`config.mk`:
```
export PLATFORM = sky130hd
export DESIGN_NAME = i2s_tdm_tx
export DESIGN_NICKNAME = d
export VERILOG_FILES = /design/src/rtl/i2s_tdm_tx.sv
export SDC_FILE = /design/constraint.sdc
export NUM_CORES = 1
export LEC_CHECK = 0
export ABC_CLOCK_PERIOD_IN_PS = 4650
export CORE_UTILIZATION = 60
export CTS_CLUSTER_DIAMETER = 100
export DETAILED_ROUTE_END_ITERATION = 8
export PLACE_DENSITY = 0.8
export SYNTH_ARGS = -nofsm -noshare
export SYNTH_HDL_FRONTEND = slang
export SYNTH_SLANG_ARGS = --single-unit
```
`constraint.sdc`:
```
create_clock -name sys_clk -period 4.65 [get_ports sys_clk]
set_clock_uncertainty 0.1 [all_clocks]
set_input_delay 0.93 -clock sys_clk [delete_from_list [all_inputs] [get_ports sys_clk]]
set_output_delay 0.93 -clock sys_clk [all_outputs]
set_load 0.05 [all_outputs]
```
`src/rtl/i2s_tdm_tx.sv`:
```
// I2S / left-justified TDM master transmitter: a small frame FIFO feeding an
// MSB-first serialiser that drives i2s_sclk, i2s_lrclk and i2s_dout.
module i2s_tdm_tx #(
  parameter int WIDTH      = 16,
  parameter int SLOT       = 32,
  parameter int CHANNELS   = 2,
  parameter int DIV        = 4,
  parameter int FIFO_DEPTH = 4
) (
  input  logic                         sys_clk,
  input  logic                         sys_rst_n,
  input  logic                         enable,
  input  logic                         cfg_lj,
  input  logic [CHANNELS*WIDTH-1:0]    in_data,
  input  logic                         in_valid,
  output logic                         in_ready,
  output logic                         i2s_sclk,
  output logic                         i2s_lrclk,
  output logic                         i2s_dout,
  output logic                         underrun
);

  localparam int FRAME_W = CHANNELS * WIDTH;
  localparam int AW      = $clog2(FIFO_DEPTH);
  localparam int DW      = (DIV > 1) ? $clog2(DIV) : 1;
  localparam int SW      = $clog2(CHANNELS);
  localparam int KW      = (SLOT > 1) ? $clog2(SLOT) : 1;

  localparam logic [DW-1:0] DIV_LAST = DW'(DIV - 1);
  localparam logic [SW-1:0] CH_LAST  = SW'(CHANNELS - 1);
  localparam logic [KW-1:0] BIT_LAST = KW'(SLOT - 1);
  localparam logic [AW:0]   FULL_CNT = (AW + 1)'(FIFO_DEPTH);

  // Handshake: a frame transfers on a sys_clk edge where in_valid && in_ready;
  // in_ready depends only on the stored count, never on in_valid or a pop.
  logic [FRAME_W-1:0] mem [FIFO_DEPTH];
  logic [AW-1:0]      wr_ptr, rd_ptr;
  logic [AW:0]        count;

  logic [DW-1:0]      div_cnt;
  logic               started;
  logic [SW-1:0]      slot_idx;
  logic [KW-1:0]      bit_idx;
  logic [FRAME_W-1:0] frame_q;
  logic               lj_q;

  logic               wrap, fall_evt, frame_start, fifo_empty, push, pop;
  logic [SW-1:0]      slot_nxt;
  logic [KW-1:0]      bit_nxt;
  logic [FRAME_W-1:0] src_frame, shifted;
  logic               src_lj, carry_bit, use_sample, fixed_bit, dout_nxt, lrclk_nxt;
  int                 sel_idx;

  assign in_ready   = (count != FULL_CNT);
  assign fifo_empty = (count == '0);
  assign push       = in_valid && in_ready;
  assign wrap       = enable && (div_cnt == DIV_LAST);
  // The first wrap after enable acts as a falling edge with sclk held low,
  // so bit 0 is on the bus a full half-period before the first rising edge.
  assign fall_evt    = wrap && (!started || i2s_sclk);
  assign frame_start = fall_evt && (!started || (slot_idx == CH_LAST && bit_idx == BIT_LAST));
  assign pop         = frame_start && !fifo_empty;

  always_comb begin
    slot_nxt = slot_idx;
    bit_nxt  = bit_idx;
    if (frame_start) begin
      slot_nxt = '0;
      bit_nxt  = '0;
    end else if (bit_idx == BIT_LAST) begin
      slot_nxt = slot_idx + 1'b1;
      bit_nxt  = '0;
    end else begin
      bit_nxt = bit_idx + 1'b1;
    end
  end

  always_comb begin
    src_frame = frame_q;
    src_lj    = lj_q;
    if (frame_start) begin
      src_frame = fifo_empty ? '0 : mem[rd_ptr];
      src_lj    = cfg_lj;
    end
    // Last channel's LSB of the outgoing I2S frame, delayed into the next frame.
    carry_bit  = (SLOT == WIDTH) && started && !lj_q && frame_q[FRAME_W-WIDTH];
    use_sample = 1'b0;
    fixed_bit  = 1'b0;
    sel_idx    = 0;
    if (src_lj) begin
      if (int'(bit_nxt) < WIDTH) begin
        use_sample = 1'b1;
        sel_idx    = int'(slot_nxt) * WIDTH + WIDTH - 1 - int'(bit_nxt);
      end
    end else if (bit_nxt == '0) begin
      if (slot_nxt == '0) begin
        fixed_bit = carry_bit;
      end else if (SLOT == WIDTH) begin
        use_sample = 1'b1;
        sel_idx    = (int'(slot_nxt) - 1) * WIDTH;
      end
    end else if (int'(bit_nxt) <= WIDTH) begin
      use_sample = 1'b1;
      sel_idx    = int'(slot_nxt) * WIDTH + WIDTH - int'(bit_nxt);
    end
    shifted   = src_frame >> sel_idx;
    dout_nxt  = use_sample ? shifted[0] : fixed_bit;
    lrclk_nxt = (int'(slot_nxt) >= CHANNELS / 2);
  end

  always_ff @(posedge sys_clk) begin
    if (push) mem[wr_ptr] <= in_data;
  end

  always_ff @(posedge sys_clk or negedge sys_rst_n) begin
    if (!sys_rst_n) begin
      wr_ptr <= '0;
      rd_ptr <= '0;
      count  <= '0;
    end else begin
      if (push) wr_ptr <= wr_ptr + 1'b1;
      if (pop)  rd_ptr <= rd_ptr + 1'b1;
      case ({push, pop})
        2'b10:   count <= count + 1'b1;
        2'b01:   count <= count - 1'b1;
        default: count <= count;
      endcase
    end
  end

  always_ff @(posedge sys_clk or negedge sys_rst_n) begin
    if (!sys_rst_n) begin
      div_cnt   <= '0;
      started   <= 1'b0;
      slot_idx  <= '0;
      bit_idx   <= '0;
      frame_q   <= '0;
      lj_q      <= 1'b0;
      i2s_sclk  <= 1'b0;
      i2s_lrclk <= 1'b0;
      i2s_dout  <= 1'b0;
      underrun  <= 1'b0;
    end else if (!enable) begin
      div_cnt   <= '0;
      started   <= 1'b0;
      slot_idx  <= '0;
      bit_idx   <= '0;
      frame_q   <= '0;
      lj_q      <= 1'b0;
      i2s_sclk  <= 1'b0;
      i2s_lrclk <= 1'b0;
      i2s_dout  <= 1'b0;
      underrun  <= 1'b0;
    end else begin
      underrun <= frame_start && fifo_empty;
      if (wrap) begin
        div_cnt <= '0;
        if (started) i2s_sclk <= ~i2s_sclk;
        if (fall_evt) begin
          started   <= 1'b1;
          slot_idx  <= slot_nxt;
          bit_idx   <= bit_nxt;
          i2s_lrclk <= lrclk_nxt;
          i2s_dout  <= dout_nxt;
          frame_q   <= src_frame;
          lj_q      <= src_lj;
        end
      end else begin
        div_cnt <= div_cnt + 1'b1;
      end
    end
  end

endmodule

```
==> results.cfg <==
[setup_path]
slowest_delay_ps = 440
cpMostUsedCell = ha_1
r2r-end = i2s_dout
r2r_cells = 20
path_cells = ha_2, and3_1, ha_1, ha_1, a21bo_2, a21oi_2, nand2_1, ha_1, o41ai_4, inv_1, ha_1, nor2_2, nand2_1, a31o_2, buf_4, mux2i_1, mux2_2, a22oi_1, o2111ai_1, o211ai_1
critical_path_class = register to register
reg2reg_from = bit_idx[1]
crit_required_ps = 4890
cp_data_arrival_time_ps = 4570
r2r_slack_ps = 320
critPathLaunchType = register
crit_slowest_cell = dfrtp_1
cp-end-kind = register
path_max_fanout = 9

[synth]
synth-compound-area-share_pct = 11.7
netlist_area_mm2 = 0.00789
synth_commonest_cells = 128 x edfxtp_1, 66 x a22o_1, 52 x dfrtp_1, 32 x mux4_2, 18 x nand2_1
synth_mux_area_share_pct = 12.0
synth_area_leaders = edfxtp_1 49%, dfrtp_1 16%, mux4_2 9.1%, a22o_1 7.3%, ha_1 2.4%
yosysUniqueCellTypes = 55
syn_inst = 477
synth_top_family_by_area = multiplexers
yosys_most_used_dff = edfxtp_1
ys_seq_area_share_pct = 65.2
synthSimpleGateAreaFrac_pct = 4.38
yosysMostFrequentCell = edfxtp_1
synth_warnings = 0
syn-num-nets = 530
ys_seq_elements = 180
avgSynthCellArea_um2 = 16.5
synth_top_area_share_pct = 48.7
synth_edf_count = 128
synth_top_area_cell = edfxtp_1
synthXorXnorAreaFrac_pct = 1.33
yosys.area_share.adder_pct = 2.63
synth-async-reset-ratio_pct = 28.9

[routing]
via_per_inst = 6.24
wire_per_inst_um = 20.8
totalWireLength_um = 14800
ant_nets = 0
drt_iter0_drc = 352
firstDrtPassIters = 5
remaining_drc_errors = 0
via_count = 4430

[clocking]
cts_max_level = 4
clk_pin_slew_ps = 60
cts_buffers = 17
clk_latency_ps = 420
clock_path_buffers = 2
hold_buffers = 0
cts_root_buf = clkbuf_16
post_cts_buffers = 0
tritoncts = done
clock_sinks = 180

[outcome]
status = completed

[layout]
areaGrowthSynthToFinish_pct = 13.9
multi_input_area_mm2 = 0.00254
diodes = 0
nets = 579
seqCellArea_mm2 = 0.00515
drive_gt1_share_pct = 19.0
final_area_mm2 = 0.00899
fillers = 833

[sta]
finalHoldViolCount = 0
min_period_ps = 4330
slew_headroom_pct = 44.3
finalSetupViolations = 0
rsz0062_at_grt = no
worst_pin_slew_ps = 835
drv_slew = 0
fmax_mhz = 231
totalNegativeSetupSlack_ps = 0
period_share_pct = 93.1

[min_path]
min_path_type = input pin to asynchronous set/reset pin

[die]
die_h_um = 117
coreArea_mm2 = 0.0127
num_io_pins = 42
die_w_um = 117
die-area_mm2 = 0.0136
core.rowCount = 41
initial_core_util_pct = 62.0

[power_and_ir_drop]
power.density_mw_per_mm2 = 479
p_leak_nw = 3.30
vdd_drop_max_v = 0.000324

[placed_design]
gp_congestion = 0.926
portBuffers = 41
dp_hpwl_um = 9080
placed_area_mm2 = 0.00848

[flow_run]
max_cap_viol_count = 0

[global_route]
overflow = 0
grt_pass1_vias = 4535
antenna_found_initial = 0
grt_usage_pct = 24.5
grt_pass1_wl_um = 23900
grt_max_degree = 45
[logic make-up (layout without fill, tap and decap cells)]
kind of cell               after synthesis  after routing
muxes                                   53             53
adders and majority gates               16             16
xor gates and xnor gates                12             12
DFF                                    180            180
AOI/OAI and AO/OA                      110            110
and+or+nand+nor                         63             63
buffers and inverters                   43            104
[area by class of cell]
| type | instances | area share, % |
|---|---|---|
| Sequential cell | 180 | 57.3 |
| Multi-Input combinational cell | 254 | 28.2 |
| Timing Repair Buffer | 58 | 5.93 |
| Clock buffer | 20 | 4.86 |
| Tap cell | 172 | 2.39 |
| Clock inverter | 11 | 0.710 |
| Inverter | 15 | 0.626 |
[report_power, final]
part           switching, mW  internal, mW  total [mW]
sequential             0.154          2.00        2.16
clock                  0.562         0.671        1.23
combinational          0.470         0.448       0.918
total                   1.19          3.12        4.31
[layer usage]
layer | global-route usage, % | wire [um] | vias up
li1 | - | - | 2008
met1 | 32.3 | 6390 | 2262
met2 | 39.8 | 7400 | 128
met3 | 4.83 | 654 | 32
met4 | 11.1 | 348 | 0
met5 | 0 | 0 | -
[worst max path at each step]
| stage | slack [ps] | from | to |
|---|---|---|---|
| after CTS | 100 | bit_idx[1] | i2s_dout |
| after floorplan | 360 | bit_idx[0] | i2s_dout |
| after global routing | 30 | bit_idx[1] | i2s_dout |
| final | 320 | bit_idx[1] | i2s_dout |
| after detailed placement | 130 | bit_idx[1] | i2s_dout |
| after global placement | 320 | enable | i2s_dout |
[cells in the final DEF (no fill, tap or decap), types with 2 or more instances in the layout]
master and count:
a21oi_1 6, a22o_1 66, a22oi_1 3, a311o_1 2, and2_1 2, and3_1 6, and4_1 2, buf_4 17
clkbuf_1 3, clkbuf_16 17, clkdlybuf4s50_1 40, clkinv_1 2, clkinv_2 5, clkinvlp_4 3, dfrtp_1 50, dfrtp_2 2
edfxtp_1 128, ha_1 14, inv_1 15, mux2_2 6, mux2i_1 14, mux4_2 32, nand2_1 18, nand2b_1 3
nand3_1 4, nor2_1 10, nor2_2 2, nor2b_1 2, nor3_1 5, o211ai_1 6, o21ai_0 11, o221ai_1 2
xnor2_1 6, xor2_1 6
[state kept, by name (all words and copies together), names as in the netlist]
register and cells:
mem 128, frame_q 32, bit_idx 5, count 3, div_cnt 2, rd_ptr 2, wr_ptr 2, i2s_dout 1
i2s_lrclk 1, i2s_sclk 1, lj_q 1, started 1, underrun 1
[critical path, delay by kind of cell (launching register included)]
| family | cells | cell delay, ps |
|---|---|---|
| simple gates | 4 | 560 |
| fa+ha+maj | 5 | 1150 |
| compound gates | 7 | 1310 |
| buf+inv | 2 | 290 |
| flops | 1 | 440 |
| mux | 2 | 380 |
[repair_timing]
action | in CTS | in global routing
endpoints found under the setup margin | 0 | 1
hold endpoints to repair | 0 | 0
resized for setup | 0 | 5
[through the flow]
step	power, mW	util, %	cells	setup WS, ps	hold slack (ps)
after global placement	3.08	66.6	679	322	321
after CTS	4.36	70.6	710	98.3	229
after global routing	4.51	70.7	710	25.3	238
final	4.31	70.7	710	319	237
after detailed placement	3.12	66.6	679	128	338
after floorplan	2.86	-	477	361	308
No activity file was read; power rests on OpenSTA's default activity.
